File: src/rtl/ppu_pkg.sv
// Shared PPU definitions: ALU op codes, RV32I opcodes, operand-select encodings
// and the decoded control bundle carried from decode to execute.
package ppu_pkg;

  localparam logic [3:0] ALU_PASS_B   = 4'd0;
  localparam logic [3:0] ALU_PASS_B4  = 4'd1;
  localparam logic [3:0] ALU_ADD      = 4'd2;
  localparam logic [3:0] ALU_SUB      = 4'd3;
  localparam logic [3:0] ALU_ADD_CLR0 = 4'd4;
  localparam logic [3:0] ALU_SLL      = 4'd5;
  localparam logic [3:0] ALU_SRL      = 4'd6;
  localparam logic [3:0] ALU_SRA      = 4'd7;
  localparam logic [3:0] ALU_SLT      = 4'd8;
  localparam logic [3:0] ALU_SLTU     = 4'd9;
  localparam logic [3:0] ALU_AND      = 4'd10;
  localparam logic [3:0] ALU_OR       = 4'd11;
  localparam logic [3:0] ALU_XOR      = 4'd12;

  localparam logic [6:0] OPC_LUI    = 7'b0110111;
  localparam logic [6:0] OPC_AUIPC  = 7'b0010111;
  localparam logic [6:0] OPC_JAL    = 7'b1101111;
  localparam logic [6:0] OPC_JALR   = 7'b1100111;
  localparam logic [6:0] OPC_LOAD   = 7'b0000011;
  localparam logic [6:0] OPC_STORE  = 7'b0100011;
  localparam logic [6:0] OPC_BRANCH = 7'b1100011;
  localparam logic [6:0] OPC_OP_IMM = 7'b0010011;
  localparam logic [6:0] OPC_OP     = 7'b0110011;

  localparam logic [6:0] F7_BASE = 7'b0000000;
  localparam logic [6:0] F7_ALT  = 7'b0100000;

  localparam logic       SRC_A_RS1 = 1'b0;
  localparam logic       SRC_A_PC  = 1'b1;
  localparam logic [1:0] SRC_B_RS2 = 2'd0;
  localparam logic [1:0] SRC_B_IMM = 2'd1;
  localparam logic [1:0] SRC_B_PC  = 2'd2;

  typedef struct packed {
    logic [3:0] alu_op;
    logic       src_a_sel;
    logic [1:0] src_b_sel;
    logic       reg_write;
    logic       mem_read;
    logic       mem_write;
    logic       branch;
    logic [2:0] branch_cond;
    logic       jump;
    logic       illegal;
  } decoded_t;

  // Shared funct3 map of OP and OP-IMM; alt selects sub/sra where they exist.
  function automatic logic [3:0] alu_from_funct3(input logic [2:0] funct3, input logic alt);
    logic [3:0] op;
    op = ALU_ADD;
    case (funct3)
      3'b000: op = alt ? ALU_SUB : ALU_ADD;
      3'b001: op = ALU_SLL;
      3'b010: op = ALU_SLT;
      3'b011: op = ALU_SLTU;
      3'b100: op = ALU_XOR;
      3'b101: op = alt ? ALU_SRA : ALU_SRL;
      3'b110: op = ALU_OR;
      3'b111: op = ALU_AND;
    endcase
    return op;
  endfunction

endpackage

File: src/rtl/alu_op_decoder_if.sv
// ALU Op interface: decoded control bundle with valid/ready handshake.
// The decoder drives it through master; the execute stage consumes it through slave.
interface alu_op_decoder_if;
  import ppu_pkg::*;

  logic       out_valid;
  logic       out_ready;
  logic [3:0] alu_op;
  logic       src_a_sel;
  logic [1:0] src_b_sel;
  logic       reg_write;
  logic       mem_read;
  logic       mem_write;
  logic       branch;
  logic [2:0] branch_cond;
  logic       jump;
  logic       illegal;

  modport master (
    output out_valid, alu_op, src_a_sel, src_b_sel, reg_write, mem_read,
           mem_write, branch, branch_cond, jump, illegal,
    input  out_ready
  );

  modport slave (
    input  out_valid, alu_op, src_a_sel, src_b_sel, reg_write, mem_read,
           mem_write, branch, branch_cond, jump, illegal,
    output out_ready
  );

endinterface

File: src/rtl/ppu_skid_buffer.sv
// Valid/ready pipeline register with one skid entry: full throughput, registered
// in_ready, strict ordering, and a flush that kills both held entries.
module ppu_skid_buffer
  import ppu_pkg::*;
#(
  parameter int WIDTH = 16
) (
  input  logic             clk,
  input  logic             reset,
  input  logic             flush,
  input  logic             in_valid,
  output logic             in_ready,
  input  logic [WIDTH-1:0] in_data,
  output logic             out_valid,
  input  logic             out_ready,
  output logic [WIDTH-1:0] out_data
);

  logic             out_valid_q, out_valid_d;
  logic             skid_valid_q, skid_valid_d;
  logic             in_ready_q, in_ready_d;
  logic [WIDTH-1:0] out_data_q, out_data_d;
  logic [WIDTH-1:0] skid_data_q, skid_data_d;
  logic             accept;
  logic             out_free;

  assign accept   = in_valid & in_ready_q;
  assign out_free = ~out_valid_q | out_ready;

  always_comb begin
    // NOTE: defaults first so no path leaves a signal unassigned and infers a latch.
    out_valid_d  = out_valid_q;
    skid_valid_d = skid_valid_q;
    out_data_d   = out_data_q;
    skid_data_d  = skid_data_q;
    if (flush) begin
      out_valid_d  = 1'b0;
      skid_valid_d = 1'b0;
    end else if (out_free) begin
      // in_ready is low whenever the skid holds data, so no accept competes here
      if (skid_valid_q) begin
        out_valid_d  = 1'b1;
        out_data_d   = skid_data_q;
        skid_valid_d = 1'b0;
      end else begin
        out_valid_d = accept;
        if (accept) out_data_d = in_data;
      end
    end else if (accept) begin
      skid_valid_d = 1'b1;
      skid_data_d  = in_data;
    end
    in_ready_d = ~skid_valid_d;
  end

  always_ff @(posedge clk) begin
    // NOTE: non-blocking so every flop samples pre-edge values regardless of order.
    if (reset) begin
      // NOTE: data registers are reset as well because outputs must read zero in reset.
      out_valid_q  <= 1'b0;
      skid_valid_q <= 1'b0;
      in_ready_q   <= 1'b0;
      out_data_q   <= '0;
      skid_data_q  <= '0;
    end else begin
      out_valid_q  <= out_valid_d;
      skid_valid_q <= skid_valid_d;
      in_ready_q   <= in_ready_d;
      out_data_q   <= out_data_d;
      skid_data_q  <= skid_data_d;
    end
  end

  assign in_ready  = in_ready_q;
  assign out_valid = out_valid_q;
  assign out_data  = out_data_q;

endmodule

File: src/rtl/alu_op_decoder.sv
// RV32I instruction to ALU control decoder: combinational decode feeding a
// skid-buffered output stage that drives the ALU Op interface.
module alu_op_decoder
  import ppu_pkg::*;
(
  input  logic               clk,
  input  logic               reset,
  input  logic               flush,
  input  logic               in_valid,
  output logic               in_ready,
  input  logic [31:0]        instr,
  alu_op_decoder_if.master   op
);

  logic [6:0] opcode;
  logic [2:0] funct3;
  logic [6:0] funct7;
  logic       bad;
  logic       unused_operand_bits;
  decoded_t   dec;
  decoded_t   bundle;

  assign opcode = instr[6:0];
  assign funct3 = instr[14:12];
  assign funct7 = instr[31:25];
  assign unused_operand_bits = ^{instr[24:15], instr[11:7]};

  always_comb begin
    dec = '0;
    bad = 1'b0;
    case (opcode)
      OPC_LUI: begin
        dec.alu_op = ALU_PASS_B; dec.src_b_sel = SRC_B_IMM; dec.reg_write = 1'b1;
      end
      OPC_AUIPC: begin
        dec.alu_op = ALU_ADD; dec.src_a_sel = SRC_A_PC; dec.src_b_sel = SRC_B_IMM;
        dec.reg_write = 1'b1;
      end
      OPC_JAL, OPC_JALR: begin
        dec.alu_op = ALU_PASS_B4; dec.src_b_sel = SRC_B_PC;
        dec.reg_write = 1'b1; dec.jump = 1'b1;
        bad = (opcode == OPC_JALR) && (funct3 != 3'b000);
      end
      OPC_LOAD: begin
        dec.alu_op = ALU_ADD; dec.src_b_sel = SRC_B_IMM;
        dec.mem_read = 1'b1; dec.reg_write = 1'b1;
      end
      OPC_STORE: begin
        dec.alu_op = ALU_ADD; dec.src_b_sel = SRC_B_IMM; dec.mem_write = 1'b1;
      end
      OPC_BRANCH: begin
        dec.alu_op = ALU_SUB; dec.src_b_sel = SRC_B_RS2;
        dec.branch = 1'b1; dec.branch_cond = funct3;
        bad = (funct3 == 3'b010) || (funct3 == 3'b011);
      end
      OPC_OP_IMM: begin
        // funct7 is immediate data except for the shift encodings
        dec.alu_op = alu_from_funct3(funct3, (funct3 == 3'b101) && (funct7 == F7_ALT));
        dec.src_b_sel = SRC_B_IMM; dec.reg_write = 1'b1;
        bad = ((funct3 == 3'b001) && (funct7 != F7_BASE)) ||
              ((funct3 == 3'b101) && (funct7 != F7_BASE) && (funct7 != F7_ALT));
      end
      OPC_OP: begin
        dec.alu_op = alu_from_funct3(funct3, funct7 == F7_ALT);
        dec.src_b_sel = SRC_B_RS2; dec.reg_write = 1'b1;
        bad = (funct7 == F7_ALT) ? !((funct3 == 3'b000) || (funct3 == 3'b101))
                                 : (funct7 != F7_BASE);
      end
      default: bad = 1'b1;
    endcase
    if (bad) begin
      dec         = '0;
      dec.illegal = 1'b1;
    end
  end

  ppu_skid_buffer #(.WIDTH($bits(decoded_t))) u_skid (
    .clk       (clk),
    .reset     (reset),
    .flush     (flush),
    .in_valid  (in_valid),
    .in_ready  (in_ready),
    .in_data   (dec),
    .out_valid (op.out_valid),
    .out_ready (op.out_ready),
    .out_data  (bundle)
  );

  assign op.alu_op      = bundle.alu_op;
  assign op.src_a_sel   = bundle.src_a_sel;
  assign op.src_b_sel   = bundle.src_b_sel;
  assign op.reg_write   = bundle.reg_write;
  assign op.mem_read    = bundle.mem_read;
  assign op.mem_write   = bundle.mem_write;
  assign op.branch      = bundle.branch;
  assign op.branch_cond = bundle.branch_cond;
  assign op.jump        = bundle.jump;
  assign op.illegal     = bundle.illegal;

endmodule
File: src/flat_wrapper.sv
// flat-port wrapper written by rule: the top's interface ports become plain ports
module alu_op_decoder_flat import ppu_pkg::*;
  (clk, reset, flush, in_valid, in_ready, instr, op_out_valid, op_alu_op, op_src_a_sel, op_src_b_sel, op_reg_write, op_mem_read, op_mem_write, op_branch, op_branch_cond, op_jump, op_illegal, op_out_ready);
  alu_op_decoder_if op_i ();
  input  logic clk;
  input  logic reset;
  input  logic flush;
  input  logic in_valid;
  output logic in_ready;
  input  logic [31:0] instr;
  output wire logic [$bits(op_i.out_valid)-1:0] op_out_valid;
  output wire logic [$bits(op_i.alu_op)-1:0] op_alu_op;
  output wire logic [$bits(op_i.src_a_sel)-1:0] op_src_a_sel;
  output wire logic [$bits(op_i.src_b_sel)-1:0] op_src_b_sel;
  output wire logic [$bits(op_i.reg_write)-1:0] op_reg_write;
  output wire logic [$bits(op_i.mem_read)-1:0] op_mem_read;
  output wire logic [$bits(op_i.mem_write)-1:0] op_mem_write;
  output wire logic [$bits(op_i.branch)-1:0] op_branch;
  output wire logic [$bits(op_i.branch_cond)-1:0] op_branch_cond;
  output wire logic [$bits(op_i.jump)-1:0] op_jump;
  output wire logic [$bits(op_i.illegal)-1:0] op_illegal;
  input wire logic [$bits(op_i.out_ready)-1:0] op_out_ready;
  assign op_out_valid = op_i.out_valid;
  assign op_alu_op = op_i.alu_op;
  assign op_src_a_sel = op_i.src_a_sel;
  assign op_src_b_sel = op_i.src_b_sel;
  assign op_reg_write = op_i.reg_write;
  assign op_mem_read = op_i.mem_read;
  assign op_mem_write = op_i.mem_write;
  assign op_branch = op_i.branch;
  assign op_branch_cond = op_i.branch_cond;
  assign op_jump = op_i.jump;
  assign op_illegal = op_i.illegal;
  assign op_i.out_ready = op_out_ready;
  alu_op_decoder u_core (.clk(clk), .reset(reset), .flush(flush), .in_valid(in_valid), .in_ready(in_ready), .instr(instr), .op(op_i));
endmodule
File: config.mk
export PLATFORM = sky130hd
export DESIGN_NAME = alu_op_decoder_flat
export DESIGN_NICKNAME = d
export VERILOG_FILES = /design/src/rtl/ppu_pkg.sv /design/src/rtl/alu_op_decoder_if.sv /design/src/rtl/ppu_skid_buffer.sv /design/src/rtl/alu_op_decoder.sv /design/src/flat_wrapper.sv
export SDC_FILE = /design/constraint.sdc
export NUM_CORES = 1
export LEC_CHECK = 0
export CORE_ASPECT_RATIO = 0.6
export CORE_MARGIN = 5
export CORE_UTILIZATION = 47
export CTS_CLUSTER_SIZE = 14
export DETAILED_ROUTE_END_ITERATION = 10
export PLACE_DENSITY = 0.8
export SETUP_SLACK_MARGIN = 0.15
export SYNTH_ARGS = -nofsm -noshare
export SYNTH_HDL_FRONTEND = slang
export SYNTH_SLANG_ARGS = --single-unit
export TNS_END_PERCENT = 30
File: constraint.sdc
create_clock -name clk -period 2 [get_ports clk]
set_input_delay 0.3 -clock clk [delete_from_list [all_inputs] [get_ports clk]]
set_output_delay 0.3 -clock clk [all_outputs]
set_load 0.02 [all_outputs]
Word-level counts from Yosys, hierarchy flattened
Cells that the tools add are included.
{ "word_totals": {"latch_bits": 0, "word_cells": 73, "ff_bits": 35, "mem_bits_ro": 0, "mem_count": 0, "ram_bits": 0} }
{ "op_classes": {"n_div": 0, "n_eq_ne": 18, "n_mul": 0, "n_shift": 0, "reduce_logical": 21, "n_addsub": 0, "bitwise_logic": 6, "muxes": 23, "order_cmp": 0} }
{ "ops": {"columns": ["operator", "n"], "rows": [
  ["4-bit one-hot mux with 8 select lines", 2],
  ["16-bit 2-to-1 mux", 3],
  ["7-bit by 6-bit == test with 1-bit output, second input constant", 4],
  ["7-bit == test, second input constant", 3],
  ["4-bit one-hot mux with 5 select lines", 1],
  ["7-bit by 5-bit == test with 1-bit output, second input constant", 2],
  ["1-bit 2-to-1 mux", 14],
  ["3-bit == test, second input constant", 4],
  ["7-bit by 2-bit == test with 1-bit output, second input constant", 1],
  ["7-bit by 6-bit != test with 1-bit output, second input constant", 1],
  ["7-bit nonzero test", 1],
  ["7-bit OR reduction", 1],
  ["3-bit by 2-bit == test with 1-bit output, second input constant", 2],
  ["3-bit AND reduction", 2],
  ["1-bit logical AND", 5],
  ["1-bit one-hot mux with 5 select lines", 1],
  ["5-bit OR reduction", 1],
  ["4-bit 2-to-1 mux", 1],
  ["1-bit NOT", 4],
  ["2-bit one-hot mux with 2 select lines", 1],
  ["2-bit OR reduction", 2],
  ["4-bit OR reduction", 1],
  ["3-bit by 1-bit == test with 1-bit output, second input constant", 1],
  ["3-bit zero test", 1],
  ["other kinds (7)", 9]
]} }

Depth between registers and ports, before layout
{ "logic_depth": {"word_depth": 8, "depth_mapped": 7, "depth_no_buf": 5} }

Modules after synthesis
From an unflattened synthesis, not the netlist that was laid out.
{ "unflattened": {"cells_unflattened": 224, "area_unflattened_um2": 2064.5} }
{ "by_module_without_submodules": {"columns": ["module", "seq_area_each_um2", "instances", "area_per_inst_um2", "cells_per_inst"], "rows": [
  ["ppu_skid_buffer", 700.7, 1, 1625.3, 157],
  ["alu_op_decoder", 0.0, 1, 439.2, 67]
]} }

Worst setup path after synthesis
Ideal clock, no wire load.
{ "synth_path": {"kind": "register to register", "from": "register u_core.u_skid.out_valid_q, in the netlist u_core.u_skid.out_valid", "to": "register u_core.u_skid.skid_data_q[1]", "t_required_ns": 1.899, "path_slack_ns": 0.278, "path_stages_with_launch": 7, "t_arrival_ns": 1.621, "cell_sequence": "dfxtp_1 > nand2b_1 > or3_1 > clkbuf_1 > nor2_1 > nand4_1 > o41ai_1"} }
{ "synth_via": {"elab_chain_cells": 4} }
{ "synth_rtl": {"columns": ["item", "line_no", "rtl"], "rows": [
  ["start, declared", "ppu_skid_buffer.sv:19", "logic out_valid_q, out_valid_d;"],
  ["start signal, assigned", "ppu_skid_buffer.sv:66", "out_valid_q <= out_valid_d;"],
  ["1-bit NOT", "ppu_skid_buffer.sv:28", "assign out_free = ~out_valid_q | out_ready;"],
  ["1-bit OR", "ppu_skid_buffer.sv:28", null],
  ["1-bit NOT (no source line)", null, null],
  ["3-bit AND reduction (no source line)", null, null],
  ["end signal, assigned", "ppu_skid_buffer.sv:70", "skid_data_q <= skid_data_d;"],
  ["end, declared", "ppu_skid_buffer.sv:23", "logic [WIDTH-1:0] skid_data_q, skid_data_d;"]
]} }
No other way between the ends.
A chain may end at the register's enable or synchronous reset.

Worst setup path in the final report
{ "layout_path": {"from": "input instr[6]", "to": "register u_core.u_skid.out_data_q[8], in the netlist u_core.u_skid.out_data[8]"} }
{ "layout_via": {"elab_chain_cells": 6, "word_cells_on_any_way": 18, "cone_classes": "eq/ne (9); mux (5); reduce/logical (4)"} }
{ "layout_rtl": {"columns": ["item", "line_no", "rtl"], "rows": [
  ["start, declared", "flat_wrapper.sv:10", "input logic [31:0] instr;"],
  ["7-bit by 6-bit == test with 1-bit output, or another cell as far along", "alu_op_decoder.sv:31", "case (opcode)"],
  ["4-bit OR reduction (no source line), or another cell as far along", null, null],
  ["1-bit one-hot mux with 5 select lines / 1-bit 2-to-1 mux (equally long branches)", "alu_op_decoder.sv:31", null],
  ["16-bit 2-to-1 mux *", "alu_op_decoder.sv:71", "if (bad) begin"],
  ["16-bit 2-to-1 mux *", "ppu_skid_buffer.sv:47", "if (accept) out_data_d = in_data;"],
  ["16-bit 2-to-1 mux *", "ppu_skid_buffer.sv:41", "if (skid_valid_q) begin"],
  ["end signal, assigned", "ppu_skid_buffer.sv:69", "out_data_q <= out_data_d;"],
  ["end, declared", "ppu_skid_buffer.sv:22", "logic [WIDTH-1:0] out_data_q, out_data_d;"]
]} }
Every way passes the cells marked *; elsewhere a longest branch is shown, timed or not. The select of a mux whose other input is x is not followed.

==> results.sh <==
export IMPL_outcome="finished clean"
export IMPL_num_antenna_cells=0
export IMPL_setup_viol=0
export IMPL_arrival_ns=2.03
export IMPL_async_reset_ff_share_pct=0
export IMPL_finalWeightedCongestion=0.8776
export IMPL_cpMaxStageDelayCell="clkdlybuf4s50_1"
export IMPL_worst_pin_slew_ns=0.6777
export IMPL_antenna_found_initial=0
export IMPL_fp_coreArea_um2=3701
export IMPL_power_mw=1.596
export IMPL_wirelength_um=5643
export IMPL_grt_ovfl_total=0
export IMPL_cts_buffers=5
export IMPL_die_h_um=58.06
export IMPL_slowest_delay_ns=0.48
export IMPL_syn2layout_area_growth_pct=46.96
export IMPL_die_x_um=90.10
export IMPL_synthesis_area_um2=1809
export IMPL_portBuffers=39
export IMPL_grt_use_total_pct=20.37
export IMPL_critical_path_endpoint_type="flip-flop"
export IMPL_hold_viol=0
export IMPL_clkTransAtPathRegs_ns=0.07
export IMPL_grt_max_degree=26
export IMPL_cts_tree="done"
export IMPL_path_common_cell="buf_4"
export IMPL_htree_levels=2
export IMPL_start_util_pct=48.88
export IMPL_hold_buffers=0
export IMPL_clock_skew_ns=0.009667
export IMPL_cp_max_fo=5
export IMPL_clockBufferDepth=2
export IMPL_powerDensity_nw_per_um2=600.2
export IMPL_syn_num_nets=266
export IMPL_cap_violations=0
export IMPL_max_freq_mhz=540.4
export IMPL_clock_latency_ns=0.29
export IMPL_drtAntennaViolNets=0
export IMPL_start_kind="input pin"
export IMPL_syn_avg_cell_area_um2=7.901
export IMPL_yosys_register_bits=33
export IMPL_route_detailed_drc=0
export IMPL_placed_cell_area_um2=2437
export IMPL_hold_class="reg -> reg"
export IMPL_grt_pass1_vias=1809
export IMPL_wl_per_cell_um=16.55
export IMPL_period_minus_slack_ns=1.850
export IMPL_rsz0062_at_grt="yes"
export IMPL_period_share_pct=92.52
export IMPL_via_per_inst=6.000
export IMPL_grt_pass1_wl_um=8721
export IMPL_first_pass_iters=5
export IMPL_dpl_hpwl_um=3859
export IMPL_vias=2046
export IMPL_worstPathRequired_ns=2.18
export IMPL_cts_root_buf="clkbuf_8"
export IMPL_max_slew_margin_pct=54.65
export IMPL_synth_cell_types=48
export IMPL_rows=17
export IMPL_io_pins=55
export IMPL_ys_warn_count=0
export IMPL_first_iter_violations=151
export IMPL_fin_nets=330
export IMPL_synthCells=229
export IMPL_ys_seq_area_share_pct=36.51
export IMPL_slew_violations=0
export IMPL_crit_chain="clkdlybuf4s50_1 > buf_4 > nand3b_1 > a2111o_1 > o311a_2 > buf_4 > a32oi_2 > a211oi_1"
export IMPL_cts_sinks=33
export IMPL_leakagePower_nw=1.002
export IMPL_dieArea_um2=5231
export IMPL_drive_above_1_share_pct=22.11
export IMPL_design_area_um2=2659
export IMPL_synth_edf_count=0
export IMPL_critPathKind="in -> reg"
export IMPL_irDropWorstVdd_mv=0.4446
export IMPL_synth_ff_type="dfxtp_1"
==> routing by layer <==
layer | global-route usage [%] | routed length (µm) | vias to the layer above | part of all wire [%]
li1 | - | - | 974 | -
met1 | 27.94 | 2508 | 959 | 44
met2 | 32.29 | 2604 | 102 | 46
met3 | 5.188 | 454 | 11 | 8.0
met4 | 5.096 | 75 | 0 | 1.3
met5 | 0 | 0 | - | 0
==> worst paths after layout <==
check	start	to	slack, ns	depth (start not counted)
worst max-delay path	instr[6]	u_core.u_skid.out_data[8]	0.15	8
worst min-delay path	u_core.u_skid.skid_data_q[7]	u_core.u_skid.skid_data_q[7]	0.46	2
worst max register to register	u_core.u_skid.out_valid	u_core.u_skid.skid_data_q[8]	0.41	7
worst min register to register	u_core.u_skid.skid_data_q[7]	u_core.u_skid.skid_data_q[7]	0.46	2
==> critical path: cells and delay by family <==
family,cells,cell delay [ns]
AO/OA/AOI/OAI,4,0.77
AND/OR/NAND/NOR,1,0.15
buffers and inverters,3,0.79
==> where the power goes <==
part	switching, mW	internal, mW	total, mW
clock	0.252	0.406	0.658
sequential	0.00700	0.670	0.677
combinational	0.134	0.127	0.261
==> layout make-up <==
class	count	area, µm²
Inverter	4	15.01
Timing Repair Buffer	76	694.4
Fill cell	311	1042
Clock buffer	7	86.33
Sequential cell	33	660.6
Multi-Input combinational cell	173	1114
Tap cell	47	58.81
Clock inverter	1	30.03
==> sequential cells by signal, summed over array words and instances (netlist names) <==
name and cells:
u_core.u_skid.skid_valid_q 1, u_core.u_skid.out_valid 1, u_core.u_skid.in_ready 1, u_core.u_skid.skid_data_q 15, u_core.u_skid.out_data 15
==> cell usage in the layout (no fill, tap or decap), drive strengths merged, types with 2 or more instances in the layout <==
cell / Yosys / routed
o21a: 2 / 2
nor3: 10 / 10
a21oi: 17 / 17
nand4: 6 / 6
o21bai: 2 / 2
nor2: 19 / 19
nand3b: 2 / 2
dlymetal6s2s: 0 / 4
clkbuf: 4 / 7
nor4: 11 / 11
nand2b: 4 / 4
inv: 4 / 4
a21o: 4 / 4
o2bb2ai: 3 / 3
and3: 3 / 3
nand3: 4 / 4
o21ai: 16 / 16
clkdlybuf4s50: 0 / 35
mux2i: 3 / 3
a311oi: 3 / 3
a211oi: 10 / 10
nand2: 30 / 30
or3: 4 / 4
dfxtp: 33 / 33
nor2b: 3 / 3
buf: 15 / 37
a211o: 2 / 2
==> Yosys cell counts (2+ instances only) <==
master | instances | area share [%]
nand3b_1 | 2 | 0.83
dfxtp_1 | 33 | 37
a211o_1 | 2 | 0.97
nor4_1 | 10 | 3.5
o21ai_0 | 16 | 4.4
nor2_1 | 19 | 3.9
buf_2 | 11 | 3.0
buf_1 | 2 | 0.42
nor3_2 | 2 | 1.1
nand2_1 | 30 | 6.2
and3_1 | 3 | 1.0
mux2i_1 | 3 | 1.7
nand3_1 | 4 | 1.1
a211oi_1 | 9 | 3.7
or3_1 | 4 | 1.4
a311oi_1 | 3 | 1.5
nand2b_1 | 4 | 1.4
o2bb2ai_1 | 3 | 1.5
a21o_1 | 4 | 1.7
o21bai_1 | 2 | 0.83
o21a_1 | 2 | 0.83
clkbuf_1 | 4 | 0.83
a21oi_1 | 17 | 4.7
nor3_1 | 7 | 1.9
nor2b_1 | 3 | 1.0
nand4_1 | 5 | 1.7
inv_1 | 4 | 0.83
==> metrics by stage <==
step	std cells	util [%]	hold WS [ns]	TNS (ns)	worst slack, ns
4_1_cts	339	69.34	0.4608	0	0.1111
6_report	341	71.84	0.4619	0	0.1497
2_1_floorplan	229	-	0.4202	0	0.2781
5_1_grt	341	71.84	0.4919	0	0.05755
3_3_place_gp	331	65.86	0.4361	-2.495	-0.1864
3_5_place_dp	331	65.86	0.4470	-3.781	-0.2492
==> logic make-up after synthesis <==
logic type                synth area share, %
muxes                                   1.660
and+or+nand+nor                         30.15
buffers and inverters                   6.155
AOI/OAI and AO/OA                       25.03
DFF                                     36.51
xor gates and xnor gates               0.4842
==> what timing repair did <==
action | in CTS | in global routing
gates resized for setup | 3 | 16
pin swaps | 0 | 8
endpoints found under the setup margin | 14 | 23
setup buffers | 0 | 2
Power figures use the tool's default switching activity.
